**config.mk**
```make
export PLATFORM = sky130hd
export DESIGN_NAME = fc_writeback_flat
export DESIGN_NICKNAME = d
export VERILOG_FILES = /design/src/rtl/fc_writeback_if.sv /design/src/rtl/fc_writeback.sv /design/src/flat_wrapper.sv
export SDC_FILE = /design/constraint.sdc
export NUM_CORES = 2
export LEC_CHECK = 0
export CAP_MARGIN = 30
export CORE_AREA = 2 2 557 559
export CTS_CLUSTER_SIZE = 25
export DETAILED_ROUTE_END_ITERATION = 10
export DIE_AREA = 0 0 559 561
export PLACE_DENSITY_LB_ADDON = 0.2
export SLEW_MARGIN = 0
export SYNTH_ARGS = -nofsm -noshare
export SYNTH_HDL_FRONTEND = slang
export SYNTH_SLANG_ARGS = --single-unit
```
**constraint.sdc**
```tcl
create_clock -name clk -period 121.3 [get_ports clk]
set_input_delay 36.39 -clock clk [delete_from_list [all_inputs] [get_ports clk]]
set_output_delay 36.39 -clock clk [all_outputs]
set_load 0.02 [all_outputs]
```
**src/rtl/fc_writeback_if.sv**
```systemverilog
// Write-port bundle between the FC writeback engine and the shared feature memory.
// The engine drives the master side; the memory drives mem_ready.
interface fc_writeback_if #(
    parameter int ADDR_W = 14,
    parameter int DATA_W = 16
);
    logic              mem_we;
    logic              mem_ready;
    logic [ADDR_W-1:0] mem_addr;
    logic [DATA_W-1:0] mem_data;

    modport master (
        output mem_we,
        output mem_addr,
        output mem_data,
        input  mem_ready
    );

    modport slave (
        input  mem_we,
        input  mem_addr,
        input  mem_data,
        output mem_ready
    );
endinterface

```
**src/rtl/fc_writeback.sv**
```systemverilog
// FC writeback engine: snapshots a layer's node vector on start and streams it to memory.
// Optional argmax tracker is built only when FC_ARGMAX_EN is defined.
module fc_writeback #(
    parameter int NUM_NODES = 84,
    parameter int DATA_W    = 16,
    parameter int ADDR_W    = 14,
    parameter int IDX_W     = $clog2(NUM_NODES)
) (
    input  logic                        clk,
    input  logic                        reset,
    input  logic                        start,
    input  logic [ADDR_W-1:0]           base_addr,
    input  logic [NUM_NODES*DATA_W-1:0] nodes_in,
    fc_writeback_if.master              wr,
    output logic                        busy,
    output logic                        done,
    output logic [IDX_W-1:0]            max_idx,
    output logic [DATA_W-1:0]           max_val
);
    typedef enum logic [1:0] {
        IDLE,
        WRITE,
        DONE
    } state_t;

    localparam logic [IDX_W-1:0] LAST_IDX = IDX_W'(NUM_NODES - 1);

    state_t              state_reg, state_next;
    logic [DATA_W-1:0]   node_word [NUM_NODES];
    logic [DATA_W-1:0]   snap_reg  [NUM_NODES];
    logic [IDX_W-1:0]    idx_reg;
    logic [IDX_W-1:0]    idx_inc;
    logic [ADDR_W-1:0]   addr_reg;
    logic [DATA_W-1:0]   data_reg;
    logic                capture;
    logic                beat;
    logic                last_beat;

    genvar gi;
    generate
        for (gi = 0; gi < NUM_NODES; gi++) begin : g_snap
            assign node_word[gi] = nodes_in[gi*DATA_W +: DATA_W];

            always_ff @(posedge clk) begin
                if (!reset) begin
                    snap_reg[gi] <= '0;
                end else if (capture) begin
                    snap_reg[gi] <= node_word[gi];
                end
            end
        end
    endgenerate

    always_ff @(posedge clk) begin
        if (!reset) begin
            state_reg <= IDLE;
        end else begin
            state_reg <= state_next;
        end
    end

    always_comb begin
        state_next = state_reg;
        capture    = 1'b0;
        beat       = 1'b0;
        last_beat  = 1'b0;
        wr.mem_we  = 1'b0;
        busy       = 1'b1;
        done       = 1'b0;
        case (state_reg)
            IDLE: begin
                busy = 1'b0;
                if (start) begin
                    capture    = 1'b1;
                    state_next = WRITE;
                end
            end
            WRITE: begin
                wr.mem_we = 1'b1;
                beat      = wr.mem_ready;
                last_beat = beat && (idx_reg == LAST_IDX);
                if (last_beat) begin
                    state_next = DONE;
                end
            end
            DONE: begin
                done       = 1'b1;
                state_next = IDLE;
            end
            default: begin
                state_next = IDLE;
            end
        endcase
    end

    assign idx_inc = idx_reg + 1'b1;

    // Address and data are registered and only advance on an accepted beat,
    // so they stay stable across stalls; word 0 comes straight from nodes_in.
    always_ff @(posedge clk) begin
        if (!reset) begin
            idx_reg  <= '0;
            addr_reg <= '0;
            data_reg <= '0;
        end else if (capture) begin
            idx_reg  <= '0;
            addr_reg <= base_addr;
            data_reg <= node_word[0];
        end else if (beat && !last_beat) begin
            idx_reg  <= idx_inc;
            addr_reg <= addr_reg + 1'b1;
            data_reg <= snap_reg[idx_inc];
        end
    end

    assign wr.mem_addr = addr_reg;
    assign wr.mem_data = data_reg;

`ifdef FC_ARGMAX_EN
    logic [IDX_W-1:0]  max_idx_reg;
    logic [DATA_W-1:0] max_val_reg;

    // Strictly-greater replacement keeps the lowest index on ties.
    always_ff @(posedge clk) begin
        if (!reset) begin
            max_idx_reg <= '0;
            max_val_reg <= '0;
        end else if (beat && ((idx_reg == '0) || ($signed(data_reg) > $signed(max_val_reg)))) begin
            max_idx_reg <= idx_reg;
            max_val_reg <= data_reg;
        end
    end

    assign max_idx = max_idx_reg;
    assign max_val = max_val_reg;
`else
    assign max_idx = '0;
    assign max_val = '0;
`endif

endmodule

```
**src/flat_wrapper.sv**
```systemverilog
// flat-port wrapper written by rule: the top's interface ports become plain ports
module fc_writeback_flat 
#(
    parameter int NUM_NODES = 84,
    parameter int DATA_W    = 16,
    parameter int ADDR_W    = 14,
    parameter int IDX_W     = $clog2(NUM_NODES)
)
  (clk, reset, start, base_addr, nodes_in, busy, done, max_idx, max_val, wr_mem_we, wr_mem_addr, wr_mem_data, wr_mem_ready);
  fc_writeback_if #(.ADDR_W(ADDR_W), .DATA_W(DATA_W)) wr_i ();
  input  logic clk;
  input  logic reset;
  input  logic start;
  input  logic [ADDR_W-1:0] base_addr;
  input  logic [NUM_NODES*DATA_W-1:0] nodes_in;
  output logic busy;
  output logic done;
  output logic [IDX_W-1:0] max_idx;
  output logic [DATA_W-1:0] max_val;
  output wire logic [$bits(wr_i.mem_we)-1:0] wr_mem_we;
  output wire logic [$bits(wr_i.mem_addr)-1:0] wr_mem_addr;
  output wire logic [$bits(wr_i.mem_data)-1:0] wr_mem_data;
  input wire logic [$bits(wr_i.mem_ready)-1:0] wr_mem_ready;
  assign wr_mem_we = wr_i.mem_we;
  assign wr_mem_addr = wr_i.mem_addr;
  assign wr_mem_data = wr_i.mem_data;
  assign wr_i.mem_ready = wr_mem_ready;
  fc_writeback #(.NUM_NODES(NUM_NODES), .DATA_W(DATA_W), .ADDR_W(ADDR_W), .IDX_W(IDX_W)) u_core (.clk(clk), .reset(reset), .start(start), .base_addr(base_addr), .nodes_in(nodes_in), .wr(wr_i), .busy(busy), .done(done), .max_idx(max_idx), .max_val(max_val));
endmodule
```
==> summary.txt <==
Setup path
  – Critical path startpoint category: primary input
  – Crit path arrival time: 42.15 ns
  – Reg2reg start: u_core.state_reg[1]
  – Crit Path Class: in -> reg
  – Reg-to-reg endpoint: u_core.snap_reg[53][7]
  – Reg2Reg Depth: 11
  – Worst Path Required: 121.76 ns
  – R2r setup slk: 114.75 ns
  – CP Max Fanout: 174
  – Worst setup EP type: flop

CTS
  – TritonCTS clock tree: built
  – Clock Tree Root: clkbuf_16
  – Total CTS buffers: 173
  – Clk sinks: approximately 1,400
  – Clk buf depth: 4
  – Post-CTS Hold Buffers: 0
  – Post CTS Setup Buffer Count: 0
  – Clock H-tree levels: 4
  – Clk Latency, worst-skew pair: ~0.8 ns
  – Resized Gates After CTS: 0
  – CTS clk-pin slew, worst paths: 0.05 ns

STA
  – RSZ-0062 raised after global routing: false
  – Slew Limit Headroom: 19.53%
  – Fin. max-slew vios: 0
  – Post-route setup slack: 79.61 ns
  – Worst slew pin tran: between 1 and 1.5 ns
  – Hold Worst Slack: 0.5406 ns
  – Final worst path period need: 41.69 ns
  – Final period util: 34.37%
  – Setup TNS: 0 ns
  – Final setup vio count: 0
  – Final Hold Fails: 0
  – Max Clk Rate: 23.99 MHz
  – Worst Skew: 0.02939 ns

Synthesis
  – FFs w/ async S/R, synth: 0%
  – Ys flop type: edfxtp_1
  – Yosys cell types: 59
  – Synthesized area per cell: around 16 um2
  – Seq/Total Area, Yosys: 65.41%
  – Yosys warns: 0
  – Post-synth top area cell: edfxtp_1
  – Seq cells post-synth: approximately 1,400
  – Syn Inst Count: 4,056
  – Synth top area cells: edfxtp_1, and3_1, mux4_2
  – Post-synth top area share: between 60% and 70%
  – Post-Synthesis Cell Area: 0.06289 mm2
  – Post-synth EDFFs: 1,344

Global route
  – Initial antenna violation count: 178
  – Vias in the first global route: 44,340
  – Gr ovfl total: 0
  – Largest net degree at the start of global routing: 244
  – Gr usage total: 18.67%
  – First-pass GRT wire length: 400.5 mm

Route
  – Routed len/inst: about 31 um
  – Vias per cell: 4.490
  – Pre-antenna DRT Iters: 7
  – Remaining antenna violation count: 0
  – Post-Route WL: approximately 300 mm
  – Vias: between 40,000 and 50,000
  – Residual DRC: 0
  – Initial DRC count: between 4,000 and 5,000

Power
  – PwrDens: 14.14 mW/mm2
  – P_leak: 34.14 nW
  – VDD IR-drop max: 0.00001116 V

Placement
  – Final GP Congestion: 0.8179
  – Port Buffer Count: 1,394
  – Worst slack at placement: 78.35 ns
  – Hpwl dp: 226.4 mm
  – # placed instances: 9,232

Die
  – Initial Util: between 20% and 30%
  – Core Box Area: 0.3076 mm2
  – I/O pins: between 1,000 and 1,500
  – Std cell rows: 204
  – Die X: 559 um
  – Die area: 0.3136 mm2
  – Die H: 561 um

Finish
  – FF/Latch Area: 0.04114 mm2
  – Area Growth Syn to Fin: 37.81%
  – Finished Layout Cells: a little under 10,000
  – Layout fillers: 31,300
  – Fraction of layout cells with a size suffix above 1: a little over an eighth
  – Number of flip-flops in the largest register: 1,344
  – Area of the multi-input gates: between 0.015 and 0.02 mm2
  – Net count, final: between 6,000 and 7,000

Worst hold path
  – Worst Hold Launch: u_core.wr.mem_addr[1]
  – Worst min-delay path endpoint: u_core.wr.mem_addr[1]
  – Hold Path Class: reg -> reg
  – Hold depth: 2

Status
  – Status: complete, no violations

Run
  – Max Cap Viol: 0
## worst max path at each step
| stage | startpoint | endpoint | slack [ns] |
|---|---|---|---|
| CTS | start | u_core.snap_reg[38][4] | 79.25 |
| floorplan | reset | u_core.wr.mem_addr[8] | 53.33 |
| finish | start | u_core.snap_reg[53][7] | 79.61 |
| global route | start | u_core.snap_reg[23][15] | 79.25 |
| global placement | start | u_core.snap_reg[53][7] | 78.15 |
| detailed placement | start | u_core.snap_reg[23][15] | 78.35 |
## cells by family after synthesis
logic type	after synthesis	synth area share [%]
buf+inv	463	3.249
other cells	1	0.005963
compound gates	165	1.924
fa+ha+maj	2	0.03978
flops	1383	65.41
mux	403	13.68
xor+xnor	24	0.3880
simple gates	1615	15.30
## power by group
group | internal, mW | switching [mW] | total (mW)
Combinational | 0.0744 | 0.0770 | 0.151
Sequential | 0.567 | 0.0123 | 0.579
Clock | 0.282 | 0.213 | 0.494
## stage by stage
step	area (um2)	total power [mW]	util, %
floorplan	62970	0.6909	-
global route	86540	1.269	28.14
CTS	86380	1.245	28.08
global placement	80950	0.7424	26.32
finish	86670	1.225	28.18
detailed placement	81120	0.7440	26.37
## final cells by class
| type | count | share of cell area (%) |
|---|---|---|
| antenna | 82 | 0.2368 |
| clock buffer | 228 | 5.294 |
| clock inverter | 84 | 0.7724 |
| inverter | 7 | 0.03032 |
| multi-input combinational | 2232 | 22.95 |
| sequential | 1383 | 47.47 |
| tap | 4120 | 5.948 |
| timing repair buffer | 1494 | 17.30 |
## layout by cell type (no fill, tap or decap), types with 12 or more instances in the layout
cell type / instances
edfxtp_1: 1344
conb_1: 23
mux2i_1: 36
clkdlybuf4s50_1: 1393
o32ai_1: 14
clkinv_2: 22
clkbuf_16: 175
diode_2: 82
a211oi_1: 12
a32oi_1: 32
clkinv_1: 36
o22ai_1: 14
buf_4: 78
and3_1: 1363
o21ai_0: 18
nand2_1: 141
nand3_1: 58
dfxtp_1: 38
mux4_2: 365
nor2_1: 24
a21oi_1: 23
a211o_1: 14
clkbuf_1: 52
## Yosys cell counts, types with 2 or more instances
cell and number:
a211o_1 14, a211oi_1 13, a21boi_0 9, a21boi_1 6, a21oi_1 23, a311o_1 2, a311oi_1 2, a31oi_1 3
a32oi_1 32, and2_1 2, and3_1 1363, buf_1 8, buf_2 28, buf_4 53, buf_6 8, clkbuf_1 358
dfxtp_1 39, edfxtp_1 1344, ha_1 2, inv_1 6, mux2_2 2, mux2i_1 36, mux4_2 365, nand2_1 143
nand2b_1 3, nand3_1 58, nand4_1 4, nor2_1 24, nor2b_1 4, nor3_1 3, o211ai_1 2, o21ai_0 18
o21ai_1 4, o22ai_1 14, o32ai_1 14, or2_2 2, or3_1 4, xnor2_1 13, xor2_1 8
## routing by layer
layer	up-vias	part of all wire (%)	global-route usage, %	routed length (um)
met2	1714	49	31.16	147600
met1	22200	40	22.51	120800
met3	433	8.0	6.052	24120
met5	-	0.30	0	911
li1	18750	-	-	-
met4	138	3.1	6.428	9494
## worst max-delay path, stage by stage
cell and delay, ns:
clkdlybuf4s50_1 0.61, nand2_2 0.08, buf_4 0.33, nand2_4 0.43, buf_16 0.31, buf_4 0.71, buf_4 0.83, buf_4 0.78
buf_12 0.55, buf_4 0.27, buf_16 0.34
Power figures use the tool's default switching activity.
